===== src/rtl/pio_irq_pkg.sv =====
// Shared register offsets and edge-polarity encodings for the edge-capturing input PIO.
package pio_irq_pkg;

   localparam logic [2:0] REG_DATA         = 3'd0;
   localparam logic [2:0] REG_EDGE_POL     = 3'd1;
   localparam logic [2:0] REG_IRQ_MASK     = 3'd2;
   localparam logic [2:0] REG_EDGE_CAPTURE = 3'd3;
   localparam logic [2:0] REG_EDGE_ANY     = 3'd4;
   localparam logic [2:0] REG_EVENT_COUNT  = 3'd5;

   localparam logic POL_RISE = 1'b0;
   localparam logic POL_FALL = 1'b1;

endpackage


===== src/rtl/pio_bit_filter.sv =====
// One input bit: synchroniser chain followed by an optional persistence filter.
module pio_bit_filter #(
   parameter int unsigned SYNC_STAGES   = 2,
   parameter int unsigned FILTER_CYCLES = 0
) (
   input  logic clk,
   input  logic reset,
   input  logic in_bit,
   output logic f
);

   logic [SYNC_STAGES-1:0] sync_q;
   logic                   s;

   always_ff @(posedge clk) begin
      if (reset) begin
         sync_q <= '0;
      end else begin
         sync_q <= {sync_q[SYNC_STAGES-2:0], in_bit};
      end
   end

   assign s = sync_q[SYNC_STAGES-1];

   if (FILTER_CYCLES == 0) begin : g_bypass
      assign f = s;
   end else begin : g_filter
      localparam int unsigned CntW = $clog2(FILTER_CYCLES + 1);
      localparam logic [CntW-1:0] CntLast = CntW'(FILTER_CYCLES - 1);

      logic [CntW-1:0] cnt_q;
      logic            f_q;

      // f only follows s once s has disagreed for FILTER_CYCLES consecutive cycles.
      always_ff @(posedge clk) begin
         if (reset) begin
            cnt_q <= '0;
            f_q   <= 1'b0;
         end else if (s == f_q) begin
            cnt_q <= '0;
         end else if (cnt_q == CntLast) begin
            cnt_q <= '0;
            f_q   <= s;
         end else begin
            cnt_q <= cnt_q + CntW'(1);
         end
      end

      assign f = f_q;
   end

endmodule


===== src/rtl/pio_edge_irq_in.sv =====
// Avalon-MM input PIO with per-bit edge detection, W1C capture, maskable irq and event counter.
module pio_edge_irq_in
   import pio_irq_pkg::*;
#(
   parameter int unsigned WIDTH         = 16,
   parameter int unsigned SYNC_STAGES   = 2,
   parameter int unsigned FILTER_CYCLES = 0,
   parameter int unsigned COUNT_WIDTH   = 16
) (
   input  logic             clk,
   input  logic             reset,
   input  logic [2:0]       address,
   input  logic             chipselect,
   input  logic             write_n,
   input  logic [31:0]      writedata,
   input  logic [WIDTH-1:0] in_port,
   output logic [31:0]      readdata,
   output logic             irq
);

   logic [WIDTH-1:0]       f;
   logic [WIDTH-1:0]       f_d_q;
   logic [WIDTH-1:0]       pol_q;
   logic [WIDTH-1:0]       mask_q;
   logic [WIDTH-1:0]       any_q;
   logic [WIDTH-1:0]       cap_q;
   logic [WIDTH-1:0]       cap_d;
   logic [COUNT_WIDTH-1:0] cnt_q;
   logic [COUNT_WIDTH-1:0] cnt_d;
   logic [31:0]            readdata_q;
   logic [31:0]            rd_mux;
   logic [WIDTH-1:0]       rise;
   logic [WIDTH-1:0]       fall;
   logic [WIDTH-1:0]       det;
   logic [WIDTH-1:0]       wdata;
   logic                   wr;
   logic                   unused_wdata;

   for (genvar i = 0; i < WIDTH; i++) begin : g_bit
      pio_bit_filter #(
         .SYNC_STAGES  (SYNC_STAGES),
         .FILTER_CYCLES(FILTER_CYCLES)
      ) u_filter (
         .clk   (clk),
         .reset (reset),
         .in_bit(in_port[i]),
         .f     (f[i])
      );
   end

   assign wr           = chipselect & ~write_n;
   assign wdata        = writedata[WIDTH-1:0];
   assign unused_wdata = ^writedata;

   assign rise = f & ~f_d_q;
   assign fall = ~f & f_d_q;
   assign det  = (any_q & (rise | fall)) |
                 (~any_q & ((pol_q & fall) | (~pol_q & rise)));

   always_comb begin
      cap_d = cap_q;
      if (wr && (address == REG_EDGE_CAPTURE)) begin
         cap_d = cap_q & ~wdata;
      end
      // A fresh edge outranks a simultaneous clear.
      cap_d = cap_d | det;
   end

   always_comb begin
      cnt_d = cnt_q;
      if (wr && (address == REG_EVENT_COUNT)) begin
         cnt_d = (|det) ? COUNT_WIDTH'(1) : '0;
      end else if ((|det) && !(&cnt_q)) begin
         cnt_d = cnt_q + COUNT_WIDTH'(1);
      end
   end

   always_comb begin
      rd_mux = '0;
      case (address)
         REG_DATA:         rd_mux[WIDTH-1:0]       = f;
         REG_EDGE_POL:     rd_mux[WIDTH-1:0]       = pol_q;
         REG_IRQ_MASK:     rd_mux[WIDTH-1:0]       = mask_q;
         REG_EDGE_CAPTURE: rd_mux[WIDTH-1:0]       = cap_q;
         REG_EDGE_ANY:     rd_mux[WIDTH-1:0]       = any_q;
         REG_EVENT_COUNT:  rd_mux[COUNT_WIDTH-1:0] = cnt_q;
         default:          rd_mux                  = '0;
      endcase
   end

   always_ff @(posedge clk) begin
      if (reset) begin
         f_d_q      <= '0;
         pol_q      <= '0;
         mask_q     <= '0;
         any_q      <= '0;
         cap_q      <= '0;
         cnt_q      <= '0;
         readdata_q <= '0;
      end else begin
         f_d_q      <= f;
         cap_q      <= cap_d;
         cnt_q      <= cnt_d;
         readdata_q <= rd_mux;
         if (wr && (address == REG_EDGE_POL)) pol_q  <= wdata;
         if (wr && (address == REG_IRQ_MASK)) mask_q <= wdata;
         if (wr && (address == REG_EDGE_ANY)) any_q  <= wdata;
      end
   end

   assign readdata = readdata_q;
   assign irq      = |(cap_q & mask_q);

endmodule

===== config.mk =====
export PLATFORM = sky130hd
export DESIGN_NAME = pio_edge_irq_in
export DESIGN_NICKNAME = d
export VERILOG_FILES = /design/src/rtl/pio_irq_pkg.sv /design/src/rtl/pio_bit_filter.sv /design/src/rtl/pio_edge_irq_in.sv
export SDC_FILE = /design/constraint.sdc
export NUM_CORES = 1
export LEC_CHECK = 0
export ABC_AREA = 0
export CAP_MARGIN = 10
export CORE_MARGIN = 2
export CORE_UTILIZATION = 35
export DETAILED_ROUTE_END_ITERATION = 12
export GPL_TIMING_DRIVEN = 0
export HOLD_SLACK_MARGIN = 0.03
export PLACE_DENSITY = 0.54
export SKIP_CTS_REPAIR_TIMING = 1
export SLEW_MARGIN = 25
export SYNTH_ARGS = -nofsm -noshare
export SYNTH_HDL_FRONTEND = slang
export SYNTH_SLANG_ARGS = --single-unit

===== constraint.sdc =====
create_clock -name clk -period 2.15 [get_ports clk]
set_clock_uncertainty 0.2 [all_clocks]
set_input_delay 0.215 -clock clk [delete_from_list [all_inputs] [get_ports clk]]
set_output_delay 0.215 -clock clk [all_outputs]
set_load 0.1 [all_outputs]

==> impl_results.md, run 1 <==
* Worst hold path type: in2reg
* Flop-to-flop setup slack at -0.21 ns
* Area of the multi-input gates at ~3300 um2
* Unrepaired setup endpoints after global routing: true
* Proportion of synthesized chip area in sequential cells at 0.465
* Max-capacitance violation count at 0
* Via count normalized by instance count at 5.26
* Violated checks: negative setup slack
* FF-to-FF Start: g_bit[7].u_filter.sync_q[1]
* Leakage component of the power at between 3 and 4 nW
* FILL cells at 1641
* Slew at the pin closest to its max-slew limit at slightly below 1 ns
* Final routed wirelength across all metal layers at about 19 mm
* Start point of the critical path: g_bit[7].u_filter.sync_q[1]
* Slew Limit Fails at 0
* Slew HR at 0.351
* CP Capture Type: register
* Final GP Congestion at roughly 0.92
* Total die area at 18800 um2
* Area of the mapped netlist at 6200 um2
* Synth unique cells at 40
* Maximum number of pins on one net before global-route repair at 17
* Number of buffers created by CTS at 17
* Start-to-end type of the worst setup path: reg2reg
* Sequential cell area at ~3000 um2
* Clock-pin transition on the worst setup and hold timing paths at ~0.060 ns
* Crit path to: cnt_q[7]
* P&R area growth vs syn at 34.7%
* Number of nets in the final layout at between 800 and 900
* Number of inserted diodes at 0
* Endpoint required time on the critical path at 2.30 ns
* Total clock sinks at roughly 140
* CP startpoint kind: register
* Initial cell density of the core at 0.358
* Post-route DRC at 0
* Length in cells of the worst reg-to-reg path at 10
* Instance area at placement at roughly 7100 um2
* Die Wd at around 140 um
* WL per Instance at roughly 18 um
* P_int at 0.00483 W
* Overflow after GRT at 0
* Clock tree from TritonCTS: yes
* Via count of the first global-routing pass at 5049
* Core footprint at 17300 um2
* Number of optimization iterations in the first detailed-route pass at 5
* Synth Instances at 705
* Number of port buffers at 55
* Proportion of layout cells with a drive suffix above 1 at 0.222
* Post-Layout Inst Area at around 8400 um2
* Clock Tree Root: clkbuf_16
* Latest clock arrival within the worst-skew pair at between 0.4 and 0.5 ns
* Final count of hold timing violations at 0
* Max Fclk at ~420 MHz
* Outcome: complete, but fails checks
* I/O pin total at 88
* Die height at 137 um
* Global-route wire length before repair at about 29 mm
* Power density over the cells at about 780 nW/um2
* Post-layout min period at approximately 2.4 ns
* Clock Tree Buf Depth at 2
* Fraction of power consumed by sequential logic at 0.435
* Initial DRC Count at roughly 400
* Final critical-path setup slack at -0.212 ns
* Clock Power Share at 0.454
* CTS H-tree depth at 4
* Total number of placement rows at between 40 and 50
* Setup violations, final at 16
* Capturing point of the worst reg2reg path: cnt_q[7]
* Switching power at 0.00165 W
* Part of the cycle the worst path needs at 1.10
* Warning count from the yosys run at 0
* Per-instance average area after synthesis at roughly 8.8 um2
* Sum of negative setup slack at -2.53 ns
* Antenna violation net count after detailed routing at 0
* Switching share of power at 0.255
* Worst EP arrival at 2.51 ns
* HPWL after detailed placement at approximately 14 mm
* Combinational group share of total power at 0.112
* Final worst hold slack at about 0.14 ns
* Seq cells post-synth at 144
* Antenna violations before repair at 0
* GRT Total Usage at 0.208
* Largest driver fanout on the critical path at 8
* Worst voltage drop across the vdd grid at around 0.00056 V
* Vias at 5513
-- cell families (layout without fill, tap and decap cells) --
kind of cell,after synthesis,after routing,share of synthesized area
other,1,16,0.000605
AND/OR/NAND/NOR,245,245,0.189
multiplexers,33,33,0.0533
buffers and inverters,86,189,0.0636
adder cells (fa/ha/maj),33,33,0.0666
flip-flops,144,144,0.465
AO/OA/AOI/OAI,163,163,0.162
-- worst min-delay path by stage --
stage	from	end	cells after the start	slack (ns)
6_report	in_port[8]	g_bit[8].u_filter.sync_q[0]	2	0.14
5_1_grt	in_port[12]	g_bit[12].u_filter.sync_q[0]	2	0.12
4_1_cts	in_port[8]	g_bit[8].u_filter.sync_q[0]	2	0.12
3_5_place_dp	g_bit[12].u_filter.sync_q[0]	g_bit[12].u_filter.sync_q[1]	1	0.22
2_1_floorplan	in_port[0]	g_bit[0].u_filter.sync_q[0]	1	0.14
3_3_place_gp	g_bit[10].u_filter.sync_q[0]	g_bit[10].u_filter.sync_q[1]	1	0.22
-- state kept, by name, summed over array words and instances (netlist names) --
name,flops
cap_q,16
f_d_q,16
any_q,16
cnt_q,16
mask_q,16
pol_q,16
g_bit.u_filter.sync_q,32
readdata,16
-- through the flow --
step	total power, W	setup slack [ns]	instances	utilization
floorplan	0.00325	-0.0480	720	-
global placement	0.00346	-1.68	1000	0.410
detailed placement	0.00348	-0.872	1004	0.413
CTS	0.00642	-0.826	1035	0.447
global route	0.00670	-0.234	1048	0.483
finish	0.00648	-0.212	1048	0.483
-- cells in the final DEF, fill, tap and decap left out, types with 4 or more instances in the layout --
cell type	n
o21ai_2	4
clkbuf_2	6
a31oi_1	16
mux2i_4	6
mux2i_2	17
a22o_1	4
or4_1	4
ha_2	6
clkbuf_16	18
or3_1	9
ha_1	23
a21oi_1	74
dlymetal6s2s_1	19
ha_4	4
dfxtp_4	6
a22oi_1	48
nand4_1	8
inv_2	7
dfxtp_1	112
nor2b_1	32
and4_4	4
nor2_1	36
dfxtp_2	26
clkinvlp_4	5
inv_1	25
and2_1	5
o21ai_1	4
mux2i_1	10
clkdlybuf4s50_1	35
buf_4	34
clkbuf_8	4
clkbuf_1	22
nand2_1	123
conb_1	16
a221oi_2	4
-- layer usage --
layer	routed length (um)	share of wire	GRT usage	vias to the layer above
li1	-	-	-	2628
met1	8440	0.44	0.281	2628
met2	9020	0.47	0.315	229
met3	1430	0.074	0.0519	28
met4	385	0.020	0.0876	0
met5	0	0	0	-
-- power by group through the flow --
stage                     clock [W]  sequential (W)  combinational (W)
after floorplan                   0         0.00288           0.000364
after global placement            0         0.00286           0.000600
after detailed placement          0         0.00287           0.000616
after CTS                   0.00300         0.00281           0.000617
after global routing        0.00310         0.00282           0.000771
final                       0.00294         0.00282           0.000723
-- final cells by class --
type	count	share of cell area
plain buffers	50	0.0357
repair buffers	76	0.0941
inverters	32	0.0144
clock buffers	22	0.0580
flip-flops and latches	144	0.352
multi-input cells	490	0.400
clock inverters	9	0.0129
well taps	225	0.0337
-- Yosys cell counts, drive strengths merged --
master / count / area (um2)
inv: 32 / 120
and4: 4 / 42.5
nor4: 4 / 25.0
nand4b: 1 / 8.76
a22oi: 48 / 360
and3: 1 / 6.26
nor3: 1 / 5.00
conb: 1 / 3.75
or3: 9 / 56.3
o32ai: 1 / 8.76
a221oi: 4 / 35.0
buf: 21 / 150
or4: 5 / 37.5
a21oi: 76 / 380
nor2: 38 / 143
ha: 33 / 413
nand4: 8 / 50.1
clkbuf: 33 / 124
or3b: 1 / 8.76
o211ai: 2 / 15.0
dfxtp: 144 / 2880
o21ai: 9 / 45.0
nor3b: 3 / 22.5
a31oi: 16 / 100
nand4bb: 1 / 11.3
or4b: 2 / 20.0
a22o: 4 / 35.0
mux2i: 33 / 330
o31ai: 3 / 22.5
or2: 1 / 6.26
and3b: 2 / 17.5
nand3: 2 / 10.0
nand2: 124 / 465
nor2b: 33 / 206
and2: 5 / 31.3
-- critical path, stage by stage, from the launching register on --
cell and delay [ns]:
dfxtp_4 0.37, inv_2 0.04, ha_2 0.17, mux2i_2 0.19, mux2i_2 0.14, nor4_2 0.38, and4_4 0.32, buf_8 0.14
clkbuf_16 0.15, o21ai_1 0.06, a21oi_1 0.13
Note: power is estimated with default switching activity, not from simulation.
==> run 2: changes to the inputs <==
--- a/config.mk
+++ b/config.mk
@@ -8,11 +8,11 @@
 export ABC_AREA = 0
 export CAP_MARGIN = 10
 export CORE_MARGIN = 2
-export CORE_UTILIZATION = 35
+export CORE_UTILIZATION = 39
 export DETAILED_ROUTE_END_ITERATION = 12
 export GPL_TIMING_DRIVEN = 0
 export HOLD_SLACK_MARGIN = 0.03
-export PLACE_DENSITY = 0.54
+export PLACE_DENSITY = 0.6
 export SKIP_CTS_REPAIR_TIMING = 1
 export SLEW_MARGIN = 25
 export SYNTH_ARGS = -nofsm -noshare
==> constraint.sdc (replaced) <==
create_clock -name clk -period 2.15 [get_ports clk]
set_clock_uncertainty 0.2 [all_clocks]
set_input_delay 0.43 -clock clk [delete_from_list [all_inputs] [get_ports clk]]
set_output_delay 0.43 -clock clk [all_outputs]
set_load 0.1 [all_outputs]
==> run 2 against run 1 <==
Against the previous run:
- the flow still finishes with violations (negative setup slack)
- worst setup slack worse by 0.051 ns
- register-to-register slack worse by 0.05 ns
- sequential share of layout area is 1.4 points lower
- critical endpoint unchanged
==> impl_results.md, run 2 (synthesized netlist as in run 1, its figures left out) <==
* Switching share of power at 0.250
* Length in cells of the worst reg-to-reg path at 10
* Worst voltage drop across the vdd grid at roughly 0.00057 V
* Initial DRC Count at between 500 and 600
* Cells along the critical path: inv_4, ha_4, mux2i_1, mux2i_2, nor4_2, and4_4, buf_8, clkbuf_16, o21ai_2, a21oi_1
* FILL cells at approximately 1400
* Start-to-end type of the worst setup path: reg2reg
* CTS H-tree depth at 4
* Leakage component of the power at 3.33 nW
* Slew Limit Fails at 0
* Die Wd at roughly 130 um
* Capturing point of the worst reg2reg path: cnt_q[7]
* Proportion of layout cells with a drive suffix above 1 at 0.277
* CP startpoint kind: register
* Combinational group share of total power at 0.121
* Total clock sinks at 144
* Maximum number of pins on one net before global-route repair at 17
* Overflow after GRT at 0
* Initial cell density of the core at 0.395
* Total number of placement rows at 46
* Die height at 130 um
* Area of the multi-input gates at 3600 um2
* Final count of hold timing violations at 0
* Sequential cell area at ~3000 um2
* P&R area growth vs syn at 41.3%
* Setup violations, final at 17
* Via count normalized by instance count at ~5.4
* Endpoint required time on the critical path at between 2 and 2.5 ns
* GRT Total Usage at 0.228
* Outcome: complete, but fails checks
* Post-Route Utilization at 0.557
* Final routed wirelength across all metal layers at about 20 mm
* Worst hold path type: reg2reg
* Largest driver fanout on the critical path at 5
* Minimum setup slack after placement at -1.07 ns
* Max-capacitance violation count at 0
* Post-route DRC at 0
* I/O pin total at roughly 90
* Post-layout min period at 2.41 ns
* Slew HR at 0.351
* Clock Tree Root: clkbuf_16
* Antenna violations before repair at 0
* Switching power at between 0.0015 and 0.002 W
* Latest clock arrival within the worst-skew pair at 0.43 ns
* P_int at 0.00496 W
* Number of port buffers at between 50 and 60
* Clock tree from TritonCTS: yes
* Number of nets in the final layout at a little over 900
* Sum of negative setup slack at -3.84 ns
* Number of buffers created by CTS at 17
* Clock Power Share at 0.453
* Slew at the pin closest to its max-slew limit at 0.973 ns
* Total die area at approximately 17000 um2
* Library cell contributing the largest single delay on the critical path: dfxtp_4
* Number of optimization iterations in the first detailed-route pass at 5
* Final GP Congestion at ~0.95
* Fraction of power consumed by sequential logic at 0.426
* Number of inserted diodes at 0
* DP Cell Count at 995
* Most common cell after layout, fill and taps aside: nand2_1
* Max Fclk at 414 MHz
* Worst EP arrival at between 2 and 3 ns
* Final critical-path setup slack at -0.263 ns
* Total chip power at 0.00662 W
* Clock Tree Buf Depth at 2
* Longest individual stage delay on the worst path at 0.39 ns
* FF-to-FF Start: g_bit[7].u_filter.sync_q[1]
* WL per Instance at ~19 um
* Crit path to: cnt_q[7]
* CP Capture Type: register
* Via count of the first global-routing pass at 5068
* Number of cells in the finished layout apart from fillers at around 1100
* Antenna violation net count after detailed routing at 0
* Violated checks: negative setup slack
* Part of the cycle the worst path needs at 1.12
* Flop-to-flop setup slack at -0.26 ns
* Reg with most FFs: g_bit.u_filter.sync_q
* Commonest cells after routing, fill and taps aside: 122 x nand2_1, 107 x dfxtp_1, 74 x a21oi_1, 48 x a22oi_1, 48 x buf_4
* Clock-pin transition on the worst setup and hold timing paths at around 0.06 ns
* HPWL after detailed placement at around 13 mm
* Unrepaired setup endpoints after global routing: true
* Flip-flop count of the largest register, all copies and words added at 32
* Core footprint at 15700 um2
* Power density over the cells at roughly 760 nW/um2
* Vias at between 5000 and 6000
* Global-route wire length before repair at approximately 29 mm
* Start point of the critical path: g_bit[7].u_filter.sync_q[1]
run 2: cell count changes in the layout (fill, tap and decap cells not counted), moves of 5 or more:
cell / previous run / this run
buf_4: 34 / 48
ha_1: 23 / 13
ha_4: 4 / 14
mux2i_4: 6 / 13
dfxtp_4: 6 / 12
clkinvlp_4: 5 / 0
dfxtp_1: 112 / 107
inv_1: 25 / 20
run 2: metal layers:
| layer | track usage | vias to the layer above | wire, um |
|---|---|---|---|
| met1 | 0.293 | 2706 | 8250 |
| li1 | - | 2671 | - |
| met2 | 0.372 | 293 | 9550 |
| met5 | 0 | - | 0 |
| met4 | 0.0923 | 0 | 620 |
| met3 | 0.0525 | 52 | 1640 |
run 2: area by class of cell:
class,instances,share of cell area
Timing Repair Buffer,94,0.106
Buffer,47,0.0327
Multi-Input combinational cell,490,0.411
Tap cell,216,0.0309
Clock buffer,25,0.0554
Inverter,32,0.0143
Sequential cell,144,0.338
Clock inverter,6,0.0120
run 2: worst max-delay path: cells and delay by family (launching register included):
kind                     cells  cell delay (ns)
AND/OR/NAND/NOR              2             0.69
flip-flops                   1             0.39
multiplexers                 2             0.36
buffers and inverters        3             0.35
AO/OA/AOI/OAI                2             0.21
adder cells (fa/ha/maj)      1             0.14
run 2: worst min path at each step:
stage | endpoint | depth (start not counted) | slack [ns] | startpoint
final | g_bit[4].u_filter.sync_q[1] | 1 | 0.23 | g_bit[4].u_filter.sync_q[0]
after global placement | g_bit[10].u_filter.sync_q[1] | 1 | 0.22 | g_bit[10].u_filter.sync_q[0]
after CTS | g_bit[4].u_filter.sync_q[1] | 1 | 0.23 | g_bit[4].u_filter.sync_q[0]
after global routing | g_bit[6].u_filter.sync_q[1] | 1 | 0.24 | g_bit[6].u_filter.sync_q[0]
after floorplan | g_bit[0].u_filter.sync_q[1] | 1 | 0.21 | g_bit[0].u_filter.sync_q[0]
after detailed placement | g_bit[4].u_filter.sync_q[1] | 1 | 0.22 | g_bit[4].u_filter.sync_q[0]
run 2: power groups by stage:
| stage | combinational, W | clock [W] | sequential, W |
|---|---|---|---|
| final | 0.000800 | 0.00300 | 0.00282 |
| after global routing | 0.000847 | 0.00313 | 0.00283 |
| after CTS | 0.000616 | 0.00302 | 0.00281 |
| after detailed placement | 0.000613 | 0 | 0.00287 |
| after global placement | 0.000596 | 0 | 0.00287 |
| after floorplan | 0.000364 | 0 | 0.00289 |
run 2: metrics by stage:
step | hold WS, ns | area (um2)
after CTS | 0.233 | 7750
final | 0.230 | 8760
after global routing | 0.244 | 8760
after floorplan | 0.214 | 6290
after global placement | 0.216 | 7110
after detailed placement | 0.220 | 7160
